**src/rtl/cga_sequencer_arb.sv**
```systemverilog
// cga_sequencer_arb
// Free-running display slot sequencer for the CGA pipeline. A PERIOD-cycle
// counter is split into two halves of HALF slots. The low slots of each half
// belong to the display (VRAM fetch, character ROM, pipeline load). A window
// later in each half is handed out to single ISA operations. Mode inputs only
// take effect at the period boundary. A phase resync is held off until any
// running ISA operation has finished.
//
// ISA handshake: isa_req is a level that the requester holds until it sees
// isa_ack. The arbiter grants only when the operation will start in slot
// WIN_LO..HALF-2-ISA_OP_LEN+1 of the coming cycle. It then drives
// isa_op_enable for ISA_OP_LEN cycles and pulses isa_ack on the last one.
// It spends one DONE cycle, ignoring isa_req, so the requester can drop it.
// isa_wait (IOCHRDY hold-off) is high while a request is pending and idle.
module cga_sequencer_arb #(
   parameter int PERIOD       = 32,
   parameter int CNT_W        = 5,
   parameter int DISP_DLY_STD = 4,
   parameter int DISP_DLY_ALT = 7,
   parameter int ISA_OP_LEN   = 3,
   parameter int WIN_LO       = 5
) (
   input  logic             clk,
   input  logic             reset_n,
   input  logic             hres_mode,
   input  logic             tandy_16_gfx,
   input  logic             phase_rst,
   input  logic             isa_req,
   output logic [CNT_W-1:0] clk_seq,
   output logic             lclk,
   output logic             hclk,
   output logic             crtc_clk,
   output logic             vram_read,
   output logic             vram_read_a0,
   output logic             vram_read_char,
   output logic             vram_read_att,
   output logic             charrom_read,
   output logic             disp_pipeline,
   output logic             isa_op_enable,
   output logic             isa_ack,
   output logic             isa_wait
);

   localparam int HALF   = PERIOD / 2;
   // Last slot in which an operation may start and still end by slot HALF-2.
   localparam int WIN_HI = HALF - 2 - ISA_OP_LEN + 1;
   localparam int OCNT_W = (ISA_OP_LEN > 1) ? $clog2(ISA_OP_LEN) : 1;

   localparam logic [CNT_W-1:0]  CNT_LAST   = CNT_W'(PERIOD - 1);
   localparam logic [CNT_W-1:0]  HALF_V     = CNT_W'(HALF);
   localparam logic [CNT_W-1:0]  SLOT_1     = CNT_W'(1);
   localparam logic [CNT_W-1:0]  SLOT_2     = CNT_W'(2);
   localparam logic [CNT_W-1:0]  SLOT_3     = CNT_W'(3);
   localparam logic [CNT_W-1:0]  DISP_STD_V = CNT_W'(DISP_DLY_STD);
   localparam logic [CNT_W-1:0]  DISP_ALT_V = CNT_W'(DISP_DLY_ALT);
   localparam logic [CNT_W-1:0]  WIN_LO_V   = CNT_W'(WIN_LO);
   localparam logic [CNT_W-1:0]  WIN_HI_V   = CNT_W'(WIN_HI);
   localparam logic [OCNT_W-1:0] OCNT_LAST  = OCNT_W'(ISA_OP_LEN - 1);

   typedef enum logic [1:0] {
      ST_IDLE = 2'd0,
      ST_BUSY = 2'd1,
      ST_DONE = 2'd2
   } arb_state_t;

   // Registered state
   logic [CNT_W-1:0]  cnt;
   logic              hres_r;
   logic              alt_r;
   logic              rs_pend;
   arb_state_t        state;
   logic [OCNT_W-1:0] ocnt;

   // Derived combinational terms
   logic [CNT_W-1:0] slot;
   logic             h;
   logic             en2;
   logic [CNT_W-1:0] disp_slot;
   logic             op_continues;
   logic             resync_take;
   logic [CNT_W-1:0] cnt_nxt;
   logic [CNT_W-1:0] slot_nxt;
   logic             grant;

   // Position of a counter value inside its half-period.
   function automatic logic [CNT_W-1:0] slot_of(input logic [CNT_W-1:0] c);
      return (c >= HALF_V) ? (c - HALF_V) : c;
   endfunction

   // Slot decode and half-period enable from the current counter and modes
   always_comb begin
      slot      = slot_of(cnt);
      h         = (cnt >= HALF_V);
      en2       = !h || hres_r;
      disp_slot = alt_r ? DISP_ALT_V : DISP_STD_V;
   end

   // Next counter value. A pending resync waits while an ISA operation
   // still has cycles left after this one. The final operation cycle may be
   // followed directly by slot 0. Grants look at the slot of the next cycle,
   // so the first operation cycle lands exactly on a legal start slot.
   always_comb begin
      op_continues = (state == ST_BUSY) && (ocnt != OCNT_LAST);
      resync_take  = rs_pend && !op_continues;
      if (resync_take) begin
         cnt_nxt = '0;
      end else if (cnt == CNT_LAST) begin
         cnt_nxt = '0;
      end else begin
         cnt_nxt = cnt + CNT_W'(1);
      end
      slot_nxt = slot_of(cnt_nxt);
      grant    = (state == ST_IDLE) && isa_req &&
                 (slot_nxt >= WIN_LO_V) && (slot_nxt <= WIN_HI_V);
   end

   // Slot counter: free-running, wraps at PERIOD-1, jumps to 0 on resync
   always_ff @(posedge clk) begin
      if (!reset_n) begin
         cnt <= '0;
      end else begin
         cnt <= cnt_nxt;
      end
   end

   // Resync request latch. A pulse arriving while one is already pending,
   // or in the cycle the pending one is taken, is absorbed.
   always_ff @(posedge clk) begin
      if (!reset_n) begin
         rs_pend <= 1'b0;
      end else if (resync_take) begin
         rs_pend <= 1'b0;
      end else if (phase_rst) begin
         rs_pend <= 1'b1;
      end
   end

   // Mode capture on the last cycle of the period so decodes never glitch
   always_ff @(posedge clk) begin
      if (!reset_n) begin
         hres_r <= 1'b0;
         alt_r  <= 1'b0;
      end else if (cnt == CNT_LAST) begin
         hres_r <= hres_mode;
         alt_r  <= tandy_16_gfx;
      end
   end

   // ISA arbiter: IDLE waits for a request and a legal start slot, BUSY
   // counts out the operation, DONE is a one-cycle settle for the requester
   always_ff @(posedge clk) begin
      if (!reset_n) begin
         state <= ST_IDLE;
         ocnt  <= '0;
      end else begin
         case (state)
            ST_IDLE: begin
               if (grant) begin
                  state <= ST_BUSY;
                  ocnt  <= '0;
               end
            end
            ST_BUSY: begin
               if (ocnt == OCNT_LAST) begin
                  state <= ST_DONE;
                  ocnt  <= '0;
               end else begin
                  ocnt <= ocnt + OCNT_W'(1);
               end
            end
            ST_DONE: begin
               state <= ST_IDLE;
            end
            default: begin
               state <= ST_IDLE;
               ocnt  <= '0;
            end
         endcase
      end
   end

   // Output decode: pure functions of registered state, all held low in reset
   always_comb begin
      clk_seq        = '0;
      lclk           = 1'b0;
      hclk           = 1'b0;
      crtc_clk       = 1'b0;
      vram_read      = 1'b0;
      vram_read_a0   = 1'b0;
      vram_read_char = 1'b0;
      vram_read_att  = 1'b0;
      charrom_read   = 1'b0;
      disp_pipeline  = 1'b0;
      isa_op_enable  = 1'b0;
      isa_ack        = 1'b0;
      isa_wait       = 1'b0;
      if (reset_n) begin
         clk_seq        = cnt;
         lclk           = (cnt == '0);
         hclk           = (slot == '0);
         crtc_clk       = (cnt == '0) || (hres_r && (cnt == HALF_V));
         vram_read      = (slot >= SLOT_1) && (slot <= SLOT_3);
         vram_read_a0   = (slot == SLOT_2);
         vram_read_char = (slot == SLOT_2) && en2;
         vram_read_att  = (slot == SLOT_3) && en2;
         charrom_read   = (slot == SLOT_3) && en2;
         disp_pipeline  = (slot == disp_slot) && en2;
         isa_op_enable  = (state == ST_BUSY);
         isa_ack        = (state == ST_BUSY) && (ocnt == OCNT_LAST);
         isa_wait       = isa_req && (state == ST_IDLE);
      end
   end

endmodule
```
**config.mk**
```make
export PLATFORM = sky130hd
export DESIGN_NAME = cga_sequencer_arb
export DESIGN_NICKNAME = d
export VERILOG_FILES = /design/src/rtl/cga_sequencer_arb.sv
export SDC_FILE = /design/constraint.sdc
export NUM_CORES = 1
export LEC_CHECK = 0
export CORE_AREA = 2 2 42 44
export DETAILED_ROUTE_END_ITERATION = 10
export DIE_AREA = 0 0 44 46
export PLACE_DENSITY_LB_ADDON = 0.3
export SLEW_MARGIN = 15
export SYNTH_ARGS = -nofsm -noshare
export SYNTH_HDL_FRONTEND = slang
export SYNTH_SLANG_ARGS = --single-unit
export TNS_END_PERCENT = 50
```
**constraint.sdc**
```tcl
create_clock -name clk -period 5.2 [get_ports clk]
set_clock_uncertainty 0.2 [all_clocks]
set_input_delay 1.04 -clock clk [delete_from_list [all_inputs] [get_ports clk]]
set_output_delay 1.04 -clock clk [all_outputs]
set_load 0.1 [all_outputs]
```
# Word level (Yosys, flattened, before mapping)
# Index checks and enable logic that the tools add are counted.
# W data, S select, Z words.
[classes]
addsub = 4
mul = 0
div_mod_pow = 0
n_lt_le_gt_ge = 6
eq_ne = 11
shifts = 0
mux = 23
bitwise = 2
reduce_logical = 21
[ops]
columns = ["op", "n"]
rows = [
  ["$mux W5", 5],
  ["$logic_and A1 B1 Y1", 11],
  ["$mux W1", 11],
  ["$eq A5 B2 Y1 const B", 2],
  ["$eq A5 B5 Y1 const B", 2],
  ["$ge A5 B5 Y1 const B", 2],
  ["$logic_not A5 Y1", 2],
  ["$mux W2", 5],
  ["$sub A5 B5 Y5 const B", 2],
  ["$ne A2 B2 Y1 const B", 3],
  ["$pmux W2 S3", 1],
  ["$add A5 B1 Y5 const B", 1],
  ["$eq A5 B3 Y1", 1],
  ["$ge A5 B1 Y1 const B", 1],
  ["$ge A5 B3 Y1 const B", 1],
  ["$le A5 B2 Y1 const B", 1],
  ["$le A5 B4 Y1 const B", 1],
  ["$eq A2 B2 Y1 const B", 2],
  ["$pmux W2 S2", 1],
  ["$reduce_and A2 Y1", 2],
  ["$add A2 B1 Y2 const B", 1],
  ["$eq A2 B1 Y1 const B", 1],
  ["$logic_not A1 Y1", 2],
  ["$logic_not A2 Y1", 1],
  ["other kinds (3)", 5],
]
[totals]
regBits = 12
latchBits = 0
mem_bits_rw = 0
romBits = 0
in_bits = 6
output_inout_bits = 17
elab_cells = 73
memories = 0

# Depth between registers and ports, before layout
[depth]
depth_word = 12
ltp_mapped = 6
ltp_nobuf = 6

# Worst setup path after synthesis
# No wires, ideal clock.
[synth_timing]
kind = "input -> output"
startpoint = "in reset_n"
endpoint = "out isa_ack"
t_arrival_ns = 4.673
required_ns = 3.960
setup_slack_ns = -0.713
cell_stages = 4
path_buffers = 2
cell_sequence = "clkbuf_1 -> inv_1 -> clkbuf_1 -> nor4b_1"
[synth_via]
elab_chain_len = 1
[synth_lines]
columns = ["item", "line_no", "rtl"]
rows = [
  ["start, declared", "24", "input logic reset_n,"],
  ["$mux W1", "197", "if (reset_n) begin"],
  ["end, declared", "40", "output logic isa_ack,"],
]
# Every way passes these cells.

# Worst setup path in the final report
[layout_timing]
startpoint = "in reset_n"
endpoint = "out charrom_read"
[layout_via]
elab_chain_len = 1
[layout_lines]
columns = ["item", "line_no", "rtl"]
rows = [
  ["$mux W1", "197", ""],
  ["end, declared", "37", "output logic charrom_read,"],
]
# Every way passes these cells.

==> results.py <==
metrics = {
    "outcome": {
        "status": "completed",
    },
    "detailed_routing": {
        "firstDrtPassIters": 4,
        "routed_via_density": 5.33,
        "wirelength_microns": 1430,
        "wl_per_cell_microns": 11.9,
        "drt_iter0_drc": 7,
        "num_vias": 639,
        "ant_nets": 0,
        "drc": 0,
    },
    "clock_network": {
        "clkTransAtPathRegs_ns": 0.07,
        "clock_path_buffers": 2,
        "cts.repair.resized": 0,
        "post-cts-setup-buffers": 0,
        "hold_buffers": 0,
        "cts_buffers": 3,
        "clk_latency_ns": 0.27,
        "cts_tree": "done",
        "cts_sinks": 12,
        "cts-root-buf": "clkbuf_4",
        "htree_num_levels": 1,
    },
    "synth": {
        "synth_seq_cells": 12,
        "yosysMostFrequentCell": "dfxtp_1",
        "synth-main-ff-cell": "dfxtp_1",
        "synthDistinctLibCells": 31,
        "synth_area_sq_um": 714,
        "syn_area_per_cell_sq_um": 8.61,
        "synth_top_area_cell": "dfxtp_1",
        "synth_cells": 83,
        "yosys.area.top_type_share_pct": 33.6,
        "synth_edf_count": 0,
        "syn-num-nets": 94,
        "synth_common_cells": "12 x dfxtp_1, 10 x nor2_1, 6 x and3_1, 6 x nor3_1",
        "ys_seq_area_share_pct": 33.6,
        "ys_warn_count": 0,
        "synthArstFlopShare_pct": 0,
        "synth_area_leaders": "dfxtp_1 34%, ha_1 8.8%, and3_1 5.3%",
    },
    "global_route": {
        "grt_pass1_wl_microns": 2280,
        "grt.busiest_layer": "met2",
        "met1_usage_pct": 20.6,
        "antenna_found_initial": 0,
        "grt_use_total_pct": 15.6,
        "grt-ovfl-total": 0,
        "use_met2_pct": 22.6,
        "grt_start_max_net_pins": 12,
        "grt_pass1_vias": 515,
        "use_met3_pct": 5.56,
    },
    "critical_path": {
        "path_delay_family": "buffers and inverters",
        "crit_type": "in -> out",
        "critPathLaunchType": "input pin",
        "end_kind": "output pin",
        "critPathMaxFanout": 11,
        "critPathRequiredTime_ns": 3.96,
        "worst-path-buf-inv": 3,
        "cpPeakStageDelay_ns": 0.63,
        "cp_slowest_cell": "clkdlybuf4s50_1",
        "arrival_ns": 2.91,
        "crit_path_cell_trace": "clkdlybuf4s50_1 > inv_1 > nor3_1 > and3_1 > buf_4",
    },
    "timing": {
        "hold_violations": 0,
        "period_share_pct": 79.8,
        "period_needed_ns": 4.15,
        "final_max_slew_viol_count": 0,
        "setup_viol": 0,
        "worstMarginPinSlew_ns": 0.533,
        "slew_headroom_pct": 64.2,
        "clock.fmax_mhz": 241,
        "rsz0062_at_grt": "no",
        "finalSetupTns_ns": 0,
    },
    "final_layout": {
        "syn_to_final_growth_pct": 29.8,
        "antenna_cells": 0,
        "drive_above_1_share_pct": 25.2,
        "finish.utilization_pct": 57.4,
        "layout.nets": 115,
    },
    "power": {
        "p_total_w": 0.000262,
        "p_per_area_nw_per_um2": 283,
        "pwr-share-comb_pct": 33.2,
        "switchingPower_w": 0.000103,
        "peakVddDrop_mv": 0.128,
        "sequentialPowerShare_pct": 38.7,
        "switching_share_pct": 39.2,
        "power.internal_w": 0.000159,
        "leakage_nw": 0.410,
        "p_clk_share_pct": 28.1,
    },
    "placed_design": {
        "portBuffers": 22,
        "place_congestion": 0.745,
    },
    "die": {
        "die_area_sq_um": 2020,
        "rows": 15,
        "die_w_microns": 44,
        "io_pins": 23,
        "die_h_microns": 46,
        "start_util_pct": 44.3,
        "core_area_sq_um": 1610,
    },
    "worst_hold_path": {
        "hold_path_class": "reg -> reg",
    },
    "run": {
        "max-cap-violations": 0,
    },
}
flip-flops by register name, summed over array words and instances, names as in the netlist:
name     count
cnt          5
rs_pend      1
state        2
hres_r       1
alt_r        1
ocnt         2
layout make-up:
type / instances / area (sq um)
fill: 166 / 687
multi-input combinational: 61 / 437
sequential: 12 / 240
timing repair buffer: 22 / 178
clock buffer: 4 / 36.3
tap: 17 / 21.3
inverter: 4 / 15.0
power by group through the flow:
stage                     Combinational, W  Sequential (W)   Clock, W
after floorplan                  0.0000712        0.000101          0
after CTS                        0.0000873        0.000101  0.0000767
after detailed placement         0.0000872        0.000104          0
final                            0.0000869        0.000101  0.0000737
after global placement           0.0000869        0.000103          0
after global routing             0.0000919        0.000102  0.0000803
worst paths after layout:
| kind | start | endpoint | slack, ns | depth (start not counted) |
|---|---|---|---|---|
| worst max-delay path | reset_n | charrom_read | 1.05 | 5 |
| worst min-delay path | hres_r | hres_r | 0.30 | 2 |
| worst max register to register | cnt[0] | ocnt[0] | 2.99 | 5 |
| worst min register to register | hres_r | hres_r | 0.30 | 2 |
cell families after synthesis:
family / count (synthesis) / share of synthesized area [%]
AOI/OAI and AO/OA: 7 / 8.41
xor gates and xnor gates: 3 / 3.68
adders and majority gates: 5 / 8.76
buffers and inverters: 10 / 6.13
DFF: 12 / 33.6
muxes: 3 / 4.20
and+or+nand+nor: 43 / 35.2
per-layer routing:
metal / vias up / share of wire, %
met5: - / 0
met2: 19 / 45
met3: 2 / 6.9
li1: 328 / -
met1: 290 / 47
met4: 0 / 0.77
worst min-delay path: cells and delay by family, from the launching register on:
family / cells / cell delay [ns]
mux: 1 / 0.06
simple gates: 1 / 0.07
flops: 1 / 0.33
cells in the final DEF, fill, tap and decap left out, drive strengths merged, types with 2 or more instances in the layout:
cell type      instances
inv                    4
nor4b                  2
xnor2                  2
nand2                  5
nor3                   6
mux2i                  3
and2                   4
nand3                  2
clkdlybuf4s50          5
dfxtp                 12
nand2b                 3
clkbuf                 4
buf                   17
a311oi                 2
ha                     5
and3                   6
nor2                  10
per-stage QoR:
step,hold slack [ns],std cells,cell area (sq um),worst slack (ns)
final,0.299,120,927,1.05
after global routing,0.341,120,927,0.839
after CTS,0.306,120,927,1.04
after detailed placement,0.285,116,891,1.06
after global placement,0.273,116,891,1.07
after floorplan,0.251,83,721,0.195
Note: power is estimated with default switching activity, not from simulation.
